[src/rtl/riscv_icu_seq.sv]
// Execute-stage sequencer and EX/MEM result register for the compute unit.
// Holds the pipeline for mul/div, drains flushed ops, aborts hung ones.
module riscv_icu_seq #(
    parameter int TIMEOUT = 96
) (
    input  logic        i_riscv_icuseq_clk,
    input  logic        i_riscv_icuseq_rst,
    input  logic        i_riscv_icuseq_instvalid,
    input  logic [1:0]  i_riscv_icuseq_funcsel,
    input  logic        i_riscv_icuseq_flush,
    input  logic        i_riscv_icuseq_icuvalid,
    input  logic [63:0] i_riscv_icuseq_icuresult,
    input  logic [4:0]  i_riscv_icuseq_rdaddr,
    input  logic        i_riscv_icuseq_regwrite,
    output logic        o_riscv_icuseq_stall,
    output logic [63:0] o_riscv_icuseq_result,
    output logic [4:0]  o_riscv_icuseq_rdaddr,
    output logic        o_riscv_icuseq_regwrite,
    output logic        o_riscv_icuseq_resvalid,
    output logic        o_riscv_icuseq_timeout,
    output logic [6:0]  o_riscv_icuseq_busycnt
);

    typedef enum logic [1:0] {
        IDLE,
        WAIT,
        DRAIN
    } state_t;

    localparam logic [6:0] LAST_CNT = 7'(TIMEOUT - 1);

    state_t     state;
    state_t     state_nx;
    logic [6:0] busycnt_nx;
    logic       md;
    logic       timed_out;
    logic       abort;
    logic       bubble;
    logic       stall;

    assign md        = i_riscv_icuseq_instvalid & ~i_riscv_icuseq_funcsel[1];
    assign timed_out = (o_riscv_icuseq_busycnt == LAST_CNT) &
                       ~i_riscv_icuseq_icuvalid;

    assign o_riscv_icuseq_stall = stall;

    // Next state, stall and busy counter; the counter restarts on each entry.
    always_comb begin
        state_nx   = state;
        stall      = 1'b0;
        abort      = 1'b0;
        busycnt_nx = 7'd0;
        case (state)
            IDLE: begin
                if (md & ~i_riscv_icuseq_flush & ~i_riscv_icuseq_icuvalid) begin
                    state_nx = WAIT;
                    stall    = 1'b1;
                end
            end
            WAIT: begin
                if (i_riscv_icuseq_icuvalid) begin
                    state_nx = IDLE;
                end else if (timed_out) begin
                    state_nx = IDLE;
                    abort    = 1'b1;
                end else if (i_riscv_icuseq_flush) begin
                    state_nx = DRAIN;
                end else begin
                    stall      = 1'b1;
                    busycnt_nx = o_riscv_icuseq_busycnt + 7'd1;
                end
            end
            DRAIN: begin
                if (i_riscv_icuseq_icuvalid) begin
                    state_nx = IDLE;
                end else if (timed_out) begin
                    state_nx = IDLE;
                    abort    = 1'b1;
                end else begin
                    stall      = 1'b1;
                    busycnt_nx = o_riscv_icuseq_busycnt + 7'd1;
                end
            end
            default: begin
                state_nx = IDLE;
            end
        endcase
    end

    // A drained result belongs to a killed instruction, so DRAIN never writes.
    assign bubble = stall | i_riscv_icuseq_flush | abort | (state == DRAIN);

    // State, busy counter and sticky timeout flag.
    always_ff @(posedge i_riscv_icuseq_clk) begin
        if (!i_riscv_icuseq_rst) begin
            state                  <= IDLE;
            o_riscv_icuseq_busycnt <= 7'd0;
            o_riscv_icuseq_timeout <= 1'b0;
        end else begin
            state                  <= state_nx;
            o_riscv_icuseq_busycnt <= busycnt_nx;
            o_riscv_icuseq_timeout <= o_riscv_icuseq_timeout | abort;
        end
    end

    // EX/MEM register; bubbles keep result/rd and only clear the valids.
    always_ff @(posedge i_riscv_icuseq_clk) begin
        if (!i_riscv_icuseq_rst) begin
            o_riscv_icuseq_result   <= 64'd0;
            o_riscv_icuseq_rdaddr   <= 5'd0;
            o_riscv_icuseq_regwrite <= 1'b0;
            o_riscv_icuseq_resvalid <= 1'b0;
        end else if (bubble) begin
            o_riscv_icuseq_regwrite <= 1'b0;
            o_riscv_icuseq_resvalid <= 1'b0;
        end else begin
            o_riscv_icuseq_result   <= i_riscv_icuseq_icuresult;
            o_riscv_icuseq_rdaddr   <= i_riscv_icuseq_rdaddr;
            o_riscv_icuseq_regwrite <= i_riscv_icuseq_regwrite &
                                       i_riscv_icuseq_instvalid;
            o_riscv_icuseq_resvalid <= i_riscv_icuseq_instvalid;
        end
    end

endmodule

[config.mk]
export PLATFORM = sky130hd
export DESIGN_NAME = riscv_icu_seq
export DESIGN_NICKNAME = d
export VERILOG_FILES = /design/src/rtl/riscv_icu_seq.sv
export SDC_FILE = /design/constraint.sdc
export NUM_CORES = 1
export LEC_CHECK = 0
export ABC_AREA = 1
export CAP_MARGIN = 5
export CORE_MARGIN = 5
export CORE_UTILIZATION = 47
export DETAILED_ROUTE_END_ITERATION = 16
export PLACE_DENSITY = 0.86
export SETUP_SLACK_MARGIN = 0.02
export SLEW_MARGIN = 15
export SYNTH_ARGS = -nofsm -noshare
export SYNTH_HDL_FRONTEND = slang
export SYNTH_SLANG_ARGS = --single-unit
[constraint.sdc]
create_clock -name i_riscv_icuseq_clk -period 3.7 [get_ports i_riscv_icuseq_clk]
set_input_delay 0.555 -clock i_riscv_icuseq_clk [delete_from_list [all_inputs] [get_ports i_riscv_icuseq_clk]]
set_output_delay 0.555 -clock i_riscv_icuseq_clk [all_outputs]
set_load 0.02 [all_outputs]
==> flow_metrics.tcl, run 1 <==
set metrics [dict create \
    status "complete, no violations" \
    io_pins 157 \
    diodes 0 \
    min_from "o_riscv_icuseq_busycnt[0]$_SDFF_PN0_" \
    yosysTopAreaCell "dfxtp_1" \
    synth.distinct_cells 24 \
    gr-usage-all-layers_pct 19.5 \
    regArea_mm2 0.00162 \
    rsz0062_at_grt "no" \
    nFillCells 688 \
    drive_gt1_share_pct 8.81 \
    slew_headroom_pct 52.9 \
    port_buffers 155 \
    syn_inst 533 \
    pwr-share-comb_pct 26.6 \
    avgSynthCellArea_um2 7.39 \
    routed_wirelength_mm 10.0 \
    peakVddDrop_uv 259 \
    p_int_uw 1660 \
    r2r_cells 8 \
    drv_cap 0 \
    wl_per_cell_um 12.9 \
    syn_nets 615 \
    min_path_type "reg2reg" \
    cts_setup_buffers 0 \
    place_congestion 0.794 \
    clock_skew_ps 8.76 \
    clkTransAtPathRegs_ps 80 \
    switchingPower_uw 678 \
    vias_per_cell 4.79 \
    worst-setup-path-type "in2out" \
    finalSetupViolations 0 \
    dieArea_mm2 0.0103 \
    fmax_ghz 0.356 \
    seqPwrFrac_pct 42.2 \
    die_h_um 102 \
    multi_input_area_mm2 0.00170 \
    finalSetupTns_ps 0 \
    async_flop_share_pct 0 \
    period_minus_slack_ps 2810 \
    r2r-end "o_riscv_icuseq_result[24]$_SDFFE_PN0N_" \
    yosysSeqAreaShare_pct 41.2 \
    synth_edf_count 0 \
    power_uw 2330 \
    cts_tree "done" \
    synthFlopType "dfxtp_1" \
    ant_nets 0 \
    grt_pass1_wl_mm 16.2 \
    drt-initial-drc-count 85 \
    cts.path.max_buffers 2 \
    cts_resized 0 \
    cp.arrival_ps 2250 \
    finish.net_count 747 \
    hpwl_mm 7.13 \
    clkPwrFrac_pct 31.3 \
    worst_pin_slew_ps 706 \
    synth-seq-cells 81 \
    start_kind "input pin" \
    rrSetupSlack_ps 1500 \
    synthTopCellsByCount "81 x dfxtp_1, 81 x inv_1, 81 x nor2_1" \
    cts_root_buf "clkbuf_8" \
    area_growth_pct 42.3 \
    hold_depth 1 \
    switching_share_pct 29.1 \
    yosys.area.top_type_share_pct 41.2 \
    antenna_found_initial 0 \
    finalCritPeriodShare_pct 75.8 \
    rows 33 \
    die_w_um 102 \
    coreArea_mm2 0.00818 \
    r2r-start "state[0]$_SDFFE_PN0P_" \
    cts_hold_buf 0 \
    ctsHtreeMaxLevel 3 \
    cts.sinks 81 \
    start_util_pct 48.1 \
    grt_overflow 0 \
    drc 0 \
    vias 3713 \
    grt_pass1_vias 3545 \
    hold_viol 0 \
    grt_max_degree 140 \
    syn_area_mm2 0.00394 \
    cp_max_fo 4 \
    p_leak_uw 0.00258 \
    endpoint_kind "primary output" \
    numCtsBuffers 9 \
    drt_pass1_iterations 4 \
    cp.required_ps 3140 \
    clk_latency_ps 350 \
    yosys-top-cells-area "dfxtp_1 41%, a21oi_1 9.0%, nand3_2 8.1%" \
    whs_endpoint "o_riscv_icuseq_busycnt[0]$_SDFF_PN0_" \
    p_per_area_mw_per_mm2 417 \
    yosys_warnings 0 \
    slew_violations 0 \
]
-- power groups by stage --
stage,logic (µW),clock network [µW],registers (µW)
after floorplan,296,0,1090
after global placement,606,0,999
after detailed placement,624,0,1000
after CTS,626,749,984
after global routing,677,788,994
final,620,729,984
-- per-layer routing --
| layer | part of all wire, % | wire [µm] | global-route usage (%) |
|---|---|---|---|
| met1 | 42 | 4170 | 22.3 |
| met5 | 0 | 0 | 0 |
| met3 | 8.7 | 871 | 6.68 |
| met2 | 48 | 4840 | 34.0 |
| met4 | 1.4 | 145 | 6.85 |
-- stage by stage --
step	utilization [%]	worst slack [ps]	hold slack [ps]	instance area, µm²	std cells
6_report	68.5	894	466	5600	775
5_1_grt	68.5	766	509	5600	775
4_1_cts	68.5	894	471	5600	775
3_5_place_dp	65.8	899	449	5380	759
3_3_place_gp	65.8	898	447	5380	759
2_1_floorplan	-	1560	471	3940	533
-- layout by cell type (no fill, tap or decap) --
| cell | instances |
|---|---|
| buf_12 | 3 |
| nand3_2 | 32 |
| inv_1 | 81 |
| nor3_1 | 3 |
| clkbuf_1 | 3 |
| nor3b_1 | 2 |
| dfxtp_1 | 81 |
| xor2_1 | 4 |
| bufinv_16 | 2 |
| inv_2 | 2 |
| ha_1 | 5 |
| nand2_2 | 2 |
| or2_2 | 1 |
| nor2_4 | 1 |
| nor2_1 | 81 |
| clkdlybuf4s50_1 | 154 |
| nand2_1 | 78 |
| nand3_1 | 47 |
| buf_4 | 1 |
| and3_4 | 1 |
| buf_2 | 1 |
| nand2_4 | 1 |
| nor2_2 | 1 |
| clkbuf_8 | 11 |
| a21oi_1 | 71 |
| nand4_1 | 1 |
-- worst max path at each step --
stage,from,slack [ps],to,cells past startpoint
2_1_floorplan,o_riscv_icuseq_busycnt[0]$_SDFF_PN0_,1560,o_riscv_icuseq_stall,10
3_3_place_gp,i_riscv_icuseq_icuvalid,900,o_riscv_icuseq_stall,7
3_5_place_dp,i_riscv_icuseq_icuvalid,900,o_riscv_icuseq_stall,7
4_1_cts,i_riscv_icuseq_icuvalid,890,o_riscv_icuseq_stall,7
5_1_grt,i_riscv_icuseq_icuvalid,770,o_riscv_icuseq_stall,7
6_report,i_riscv_icuseq_icuvalid,890,o_riscv_icuseq_stall,7
-- worst max-delay path, stage by stage --
cell and delay [ps]:
clkdlybuf4s50_1 460, nor3_1 240, nand2_2 90, nand3_1 130, nand2_4 70, inv_1 60
clkdlybuf4s50_1 640
-- layout make-up --
class | count | area share (%)
multi-input combinational | 331 | 30.4
sequential | 81 | 28.9
timing repair buffer | 159 | 28.8
inverter | 83 | 5.56
clock buffer | 14 | 2.90
tap | 105 | 2.35
clock inverter | 2 | 1.07
-- logic make-up (layout without fill, tap and decap cells) --
family | count (synthesis) | after routing | synth area share [%]
flip-flops | 81 | 81 | 41.2
AND/OR/NAND/NOR | 251 | 251 | 31.6
adder cells (fa/ha/maj) | 5 | 5 | 1.59
AO/OA/AOI/OAI | 71 | 71 | 9.03
buffers and inverters | 121 | 258 | 15.7
XOR/XNOR | 4 | 4 | 0.890
-- registers in the layout, summed over array words and instances, names as in the netlist --
name / flops
o_riscv_icuseq_regwrite: 1
o_riscv_icuseq_timeout: 1
o_riscv_icuseq_resvalid: 1
o_riscv_icuseq_result: 64
o_riscv_icuseq_rdaddr: 5
o_riscv_icuseq_busycnt: 7
state: 2
Note: power is estimated with default switching activity, not from simulation.
==> run 2, diff against run 1 <==
Settings changed: CORE_UTILIZATION 47 to 44, PLACE_DENSITY 0.86 to 0.81.
Clock period 3.7 ns to 2.9 ns, I/O delays scaled along.
==> flow_metrics.tcl, run 2 (synthesized netlist as in run 1, its figures left out) <==
set metrics [dict create \
    diodes 0 \
    finalSetupTns_ps 0 \
    grt_pass1_wl_mm 16.4 \
    finish.net_count 747 \
    ant_nets 0 \
    period_minus_slack_ps 2620 \
    grt_max_degree 140 \
    final_common_cell "clkdlybuf4s50_1" \
    worst-setup-path-type "reg2out" \
    hpwl_mm 6.84 \
    grt_overflow 0 \
    die_h_um 105 \
    drive_gt1_share_pct 9.25 \
    port_buffers 155 \
    vias 3660 \
    worst_pin_slew_ps 659 \
    pwr-share-comb_pct 27.2 \
    gr-usage-all-layers_pct 17.5 \
    drt_pass1_iterations 4 \
    peakVddDrop_uv 376 \
    clock_skew_ps 13.1 \
    drv_cap 0 \
    top_regs "o_riscv_icuseq_result (64), o_riscv_icuseq_busycnt (7), o_riscv_icuseq_rdaddr (5)" \
    cts_tree "done" \
    cp_max_fo 4 \
    drt-initial-drc-count 113 \
    top_register "o_riscv_icuseq_result" \
    switchingPower_uw 880 \
    die_w_um 105 \
    cts_hold_buf 0 \
    io_pins 157 \
    cts_root_buf "clkbuf_8" \
    nFillCells 757 \
    coreArea_mm2 0.00872 \
    cp.arrival_ps 2190 \
    cts.sinks 81 \
    utilization_pct 64.3 \
    rsz0062_at_grt "no" \
    slew_headroom_pct 56.1 \
    final_cell_mix "154 x clkdlybuf4s50_1, 81 x inv_1, 81 x nor2_1, 81 x dfxtp_1, 78 x nand2_1" \
    drc 0 \
    cts_resized 0 \
    antenna_found_initial 0 \
    routed_wirelength_mm 9.79 \
    area_growth_pct 42.5 \
    largest_reg_flops 64 \
    p_per_area_mw_per_mm2 519 \
    hold_viol 0 \
    p_int_uw 2030 \
    whs_ps 478 \
    numCtsBuffers 9 \
    p_leak_uw 0.00258 \
    clkPwrFrac_pct 29.7 \
    finalSetupViolations 0 \
    rows 34 \
    place_congestion 0.789 \
    switching_share_pct 30.2 \
    start_kind "flop" \
    dieArea_mm2 0.0109 \
    clkTransAtPathRegs_ps 90 \
    cts.path.max_buffers 2 \
    slew_violations 0 \
    fmax_ghz 0.382 \
    clk_latency_ps 340 \
    finalCritPeriodShare_pct 90.4 \
    cts_setup_buffers 0 \
    start_util_pct 45.1 \
    ctsHtreeMaxLevel 3 \
    status "complete, no violations" \
    grt_pass1_vias 3483 \
    endpoint_kind "primary output" \
    seqPwrFrac_pct 43.1 \
    wl_per_cell_um 12.6 \
    min_path_type "reg2reg" \
    cp.required_ps 2470 \
    vias_per_cell 4.70 \
]
run 2: cell count changes in the layout (fill, tap and decap cells not counted):
cell,before,now
buf_4,1,0
clkbuf_1,3,0
clkinvlp_4,0,2
inv_6,0,1
buf_12,3,4
clkinv_4,0,1
bufinv_16,2,1
run 2: layout make-up:
type	count	area [µm²]	area share, %
Clock inverter	5	62.6	1.12
Inverter	83	312	5.55
Multi-Input combinational cell	331	1700	30.3
Timing Repair Buffer	159	1630	29.0
Sequential cell	81	1620	28.9
Clock buffer	11	151	2.70
Tap cell	108	135	2.41
run 2: power by group through the flow:
stage / Clock [µW] / Combinational, µW / Sequential [µW]
after floorplan: 0 / 378 / 1390
after global placement: 0 / 777 / 1280
after detailed placement: 0 / 795 / 1280
after CTS: 889 / 798 / 1260
after global routing: 946 / 868 / 1270
final: 863 / 791 / 1260
run 2: path summary, 6_finish.rpt:
check                                       start                                endpoint  slack (ps)  cells past startpoint
min          o_riscv_icuseq_busycnt[0]$_SDFF_PN0_    o_riscv_icuseq_busycnt[0]$_SDFF_PN0_         480                      1
min reg2reg  o_riscv_icuseq_busycnt[0]$_SDFF_PN0_    o_riscv_icuseq_busycnt[0]$_SDFF_PN0_         480                      1
max          o_riscv_icuseq_busycnt[0]$_SDFF_PN0_                    o_riscv_icuseq_stall         280                      9
max reg2reg  o_riscv_icuseq_busycnt[0]$_SDFF_PN0_  o_riscv_icuseq_result[19]$_SDFFE_PN0N_         700                     11
run 2: routing by layer:
layer	vias up	share of wire (%)	GRT usage [%]
met5	-	0	0
met4	0	1.7	5.84
met1	1618	44	22.0
met3	13	7.0	5.12
li1	1916	-	-
met2	113	47	28.7
run 2: critical path: stages, from the launching register on:
cell	delay (ps)
dfxtp_1	390
ha_1	220
nand3_2	150
inv_2	100
nand2_2	70
nand2_2	70
nand3_1	140
nand2_4	110
inv_1	40
clkdlybuf4s50_1	560
run 2: per-stage QoR:
stage | worst slack (ps) | cells | instance area (µm²) | power [µW]
6_report | 280 | 778 | 5610 | 2910
2_1_floorplan | 878 | 533 | 3940 | 1760
3_5_place_dp | 328 | 762 | 5400 | 2080
3_3_place_gp | 356 | 762 | 5400 | 2050
4_1_cts | 243 | 778 | 5610 | 2940
5_1_grt | 113 | 778 | 5610 | 3080
==> run 3, diff against run 2 <==
Settings changed: CTS_CLUSTER_SIZE from default to 40.
==> results of run 3 <==
The final DEF is identical to that of run 2; final timing and power are the same.
==> edit 1, RTL diff (settings of run 1) <==
The 3 states of `state_t` get a one-hot encoding in 3 bits.
--- a/src/rtl/riscv_icu_seq.sv
+++ b/src/rtl/riscv_icu_seq.sv
@@ -21,10 +21,10 @@
     output logic [6:0]  o_riscv_icuseq_busycnt
 );
 
-    typedef enum logic [1:0] {
-        IDLE,
-        WAIT,
-        DRAIN
+    typedef enum logic [2:0] {
+        IDLE  = 3'b001,
+        WAIT  = 3'b010,
+        DRAIN = 3'b100
     } state_t;
 
     localparam logic [6:0] LAST_CNT = 7'(TIMEOUT - 1);
Function: no difference found for any inputs over 10 cycles, from zero or initial values and one cycle with i_riscv_icuseq_rst low; not proved beyond that.
==> edit 1 against run 1 <==
  * Total power is 8.6% lower
  * Final cell count decreased by 0.39%
  * Count of clock-buffer cells in the layout decreased by 2
  * Largest power group unchanged
  * Routed wire length is 1.1% lower
  * Largest cell class is now sequential cells
  * Global-route usage is 0.95 points higher
  * Design area is 3.3% lower
  * Synthesized area decreased by 6.1%
  * Sequential cell count up 1
  * Critical path type unchanged
  * Setup slack worse by 150 ps
==> edit 1: results (changes against run 1) <==
- Sequential-to-total area share from yosys stat: 44.4% (+3.2 points)
- Largest net degree at the start of global routing: 71 (-49%)
- Drt wl/cell: 12.8 µm (-0.74%)
- Yosys cell types: 28 (+17%)
- Routed wl met3: 906 µm (+4.0%)
- Placer Congestion: 0.828 (+4.3%)
- Lkg Pwr: 2.59 nW (+0.16%)
- Longest Clk Path Bufs: 2 (unchanged)
- First-pass GRT wire length: 16400 µm (+0.94%)
- FILL cells: 652 (-5.2%)
- Top cells by count, synth: nor2_1, inv_1, dfxtp_1, nand2_1, nand3_1
- Sw Pwr: 0.572 mW (-16%)
- Metal-1 WL: 3940 µm (-5.4%)
- Pre-CTS setup slack: 765 ps (-134 ps)
- Maximum VDD drop: 0.000244 V (-5.8%)
- Vias post-DR: 3607 (-2.9%)
- Met3 Usage GRT: 8.56% (+1.9 points)
- Worst R2R Start: o_riscv_icuseq_busycnt[0]$_SDFF_PN0_
- CP Launch Point: i_riscv_icuseq_instvalid
- Post-synth top area share: 44.4% (+3.2 points)
- Clock Skew: 8.23 ps (-0.535 ps)
- Fraction of layout cells with a size suffix above 1: 7.76% (-1.0 points)
- Met2 WL post-DR: 4870 µm (+0.79%)
- Nets: 743 (-0.54%)
- Min-delay src: o_riscv_icuseq_timeout$_SDFF_PN0_
- Max transition margin: 37.5% (-15 points)
- Reg-to-Reg End: o_riscv_icuseq_result[57]$_SDFFE_PN0N_
- Post-DP HPWL: 6990 µm (-2.1%)
- R2R cell count: 9 (+1)
- Worst Hold Depth: 2 (+1)
- Largest cells by area after synthesis: dfxtp_1, nor2_1, nand3_1
- Crit path DAT: 2400 ps (+150 ps)
- Total GRT Usage: 20.5% (+0.95 points)
- Hold path endpoint: o_riscv_icuseq_timeout$_SDFF_PN0_
- Initial DRC count: 153 (+80%)
- M2 GR Usage: 36.0% (+2.1 points)
- Outcome: complete, no violations
==> edit 1: cell types whose count changed after synthesis, moves of 11 or more <==
cell	change
a21oi_1	-69
nor2_1	+58
nand3_2	-20
nor2_2	+11
nand3_1	+20
==> edit 1: layout make-up <==
| cell class | count | share of cell area, % |
|---|---|---|
| multi-input combinational | 328 | 28.3 |
| tap | 102 | 2.36 |
| sequential | 82 | 30.3 |
| inverter | 86 | 6.01 |
| timing repair buffer | 158 | 29.0 |
| clock inverter | 4 | 1.39 |
| clock buffer | 12 | 2.68 |
==> edit 1: through the flow <==
step	utilization, %	area (µm²)	instances	power, mW	hold slack (ps)
6_report	70.4	5420	772	2.13	466
5_1_grt	70.4	5420	772	2.25	505
4_1_cts	70.4	5420	772	2.15	475
3_5_place_dp	67.6	5190	756	1.44	457
3_3_place_gp	67.6	5190	756	1.43	442
2_1_floorplan	-	3700	525	1.23	489
==> edit 1: kinds of logic (layout without fill, tap and decap cells) <==
logic type               count (synthesis)  count (layout)  share of synthesized area, %
adder cells (fa/ha/maj)                  1               1                         0.338
buffers and inverters                  115             260                          14.2
AND/OR/NAND/NOR                        318             318                          39.1
flip-flops                              82              82                          44.4
AO/OA/AOI/OAI                            5               5                          1.08
XOR/XNOR                                 4               4                         0.948
==> edit 1: power by group through the flow <==
stage                     clock (mW)  sequential, mW  combinational (mW)
final                          0.717           0.968               0.448
after CTS                      0.732           0.969               0.453
after floorplan                    0            1.06               0.169
after global routing           0.783           0.975               0.488
after detailed placement           0           0.989               0.450
after global placement             0           0.985               0.441
==> edit 1: critical path, stage by stage <==
cell	delay [ps]
clkdlybuf4s50_1	480
inv_1	50
nor2_1	120
nand3_1	130
nor2_2	210
inv_1	110
nand2_4	110
clkdlybuf4s50_1	630
==> edit 2, RTL diff (settings of run 1) <==
Without the edit above. The parameter `TIMEOUT` goes from 96 to 48.
--- a/src/rtl/riscv_icu_seq.sv
+++ b/src/rtl/riscv_icu_seq.sv
@@ -1,7 +1,7 @@
 // Execute-stage sequencer and EX/MEM result register for the compute unit.
 // Holds the pipeline for mul/div, drains flushed ops, aborts hung ones.
 module riscv_icu_seq #(
-    parameter int TIMEOUT = 96
+    parameter int TIMEOUT = 48
 ) (
     input  logic        i_riscv_icuseq_clk,
     input  logic        i_riscv_icuseq_rst,
Check against the original RTL: same outputs for any inputs over 10 cycles, from zero or initial values and one cycle with i_riscv_icuseq_rst low; that may be too few to reach the edited logic, so the function may still have changed.
==> edit 2 against run 1 <==
  * Routed wire length is 2.3% lower
  * Non-clock buffer count unchanged
  * Critical path depth is the same
  * Worst hold slack gained 3.5 ps
  * Fmax fell by 2.1%
  * Total power decreased by 2.0%
  * Setup slack lost 60 ps
  * Design area fell by 4.0%
  * Sequential share of layout area increased by 1.2 points
  * Global-route usage down 0.17 points
  * Synthesized area down 5.5%
  * Sequential cell count stayed put
  * Highest routed layer unchanged
==> edit 2: results (changes against run 1) <==
- Outcome: complete, no violations
- Lkg Pwr: 2.50 nW (-3.2%)
- Placer Congestion: 0.884 (+11%)
- Yosys cell types: 20 (-17%)
- Total GRT Usage: 19.4% (-0.17 points)
- DP Area: 5170 µm² (-3.9%)
- Fraction of layout cells with a size suffix above 1: 3.60% (-5.2 points)
- FILL cells: 644 (-6.4%)
- Maximum VDD drop: 0.000211 V (-18%)
- Clock latency on the worst-skew pair: 330 ps (-20 ps)
- Worst-margin pin slew: 857 ps (+151 ps)
- Vias in the first global route: 3397 (-4.2%)
- Largest net degree at the start of global routing: 72 (-49%)
- Nets: 744 (-0.40%)
- Clock Skew: 7.89 ps (-0.873 ps)
- Initial DRC count: 139 (+64%)
- Post-DP HPWL: 6830 µm (-4.2%)
- Sequential-to-total area share from yosys stat: 43.6% (+2.4 points)
- Cts bufs inserted: 9 (unchanged)
- Vias post-DR: 3674 (-1.1%)
- Crit path DAT: 2310 ps (+60 ps)
- Top cells by count, synth: inv_1, dfxtp_1, nand2_1, nor2_1, nand3_1
- First-pass GRT wire length: 15800 µm (-2.4%)
- Drt wl/cell: 12.7 µm (-1.5%)
- Largest cells by area after synthesis: dfxtp_1, nand3_1, a21oi_1
==> edit 2: cell count changes in the layout (fill, tap and decap cells not counted), moves of 2 or more <==
cell	delta
a21oi_1	+2
buf_12	-2
buf_4	+2
clkbuf_8	-2
clkinvlp_4	+2
nand2_1	+2
nand3_1	+29
nand3_2	-32
nand4_1	+2
==> edit 2: cells by family (layout without fill, tap and decap cells) <==
group	after synthesis	count (layout)	synth area share [%]
flops	81	81	43.6
buf+inv	121	258	15.8
xor+xnor	4	4	0.942
simple gates	246	246	28.2
compound gates	73	73	9.82
fa+ha+maj	5	5	1.68
==> edit 2: critical path, stage by stage <==
cell and delay [ps]:
clkdlybuf4s50_1 480, nor3b_1 250, nand2_1 120, nand3_1 150, nand2_4 60, inv_1 70
clkdlybuf4s50_1 620
==> edit 2: cell type report <==
class	instances	area (µm²)	share of cell area [%]
clock inverters	5	80.1	1.49
well taps	102	128	2.37
clock buffers	11	131	2.44
flip-flops and latches	81	1620	30.1
inverters	83	314	5.84
repair buffers	159	1590	29.5
multi-input cells	328	1520	28.2
==> edit 2: per-stage QoR <==
step,util [%],std cells,setup WS [ps]
floorplan,-,530,1550
global placement,66.9,753,938
detailed placement,66.9,753,870
CTS,69.6,769,841
global route,69.6,769,762
finish,69.6,769,834
==> edit 2: power by group <==
group,internal (mW),leakage [nW],switching (mW)
clock network,0.380,0.0995,0.310
registers,0.948,0.671,0.0409
logic,0.286,1.73,0.322
total,1.61,2.50,0.673
==> edit 2: final timing paths <==
path                                                               end                              start  cells after the start  slack (ps)
worst max-delay path                              o_riscv_icuseq_stall            i_riscv_icuseq_icuvalid                      7         830
worst min-delay path                 o_riscv_icuseq_timeout$_SDFF_PN0_  o_riscv_icuseq_timeout$_SDFF_PN0_                      2         470
worst max register to register  o_riscv_icuseq_result[27]$_SDFFE_PN0N_              state[0]$_SDFFE_PN0P_                      9        1320
worst min register to register       o_riscv_icuseq_timeout$_SDFF_PN0_  o_riscv_icuseq_timeout$_SDFF_PN0_                      2         470
==> edit 2: metal layers <==
layer,GRT usage [%],wire [µm]
met5,0,0
met2,33.0,4720
met3,6.86,841
met1,22.3,4060
met4,7.14,171
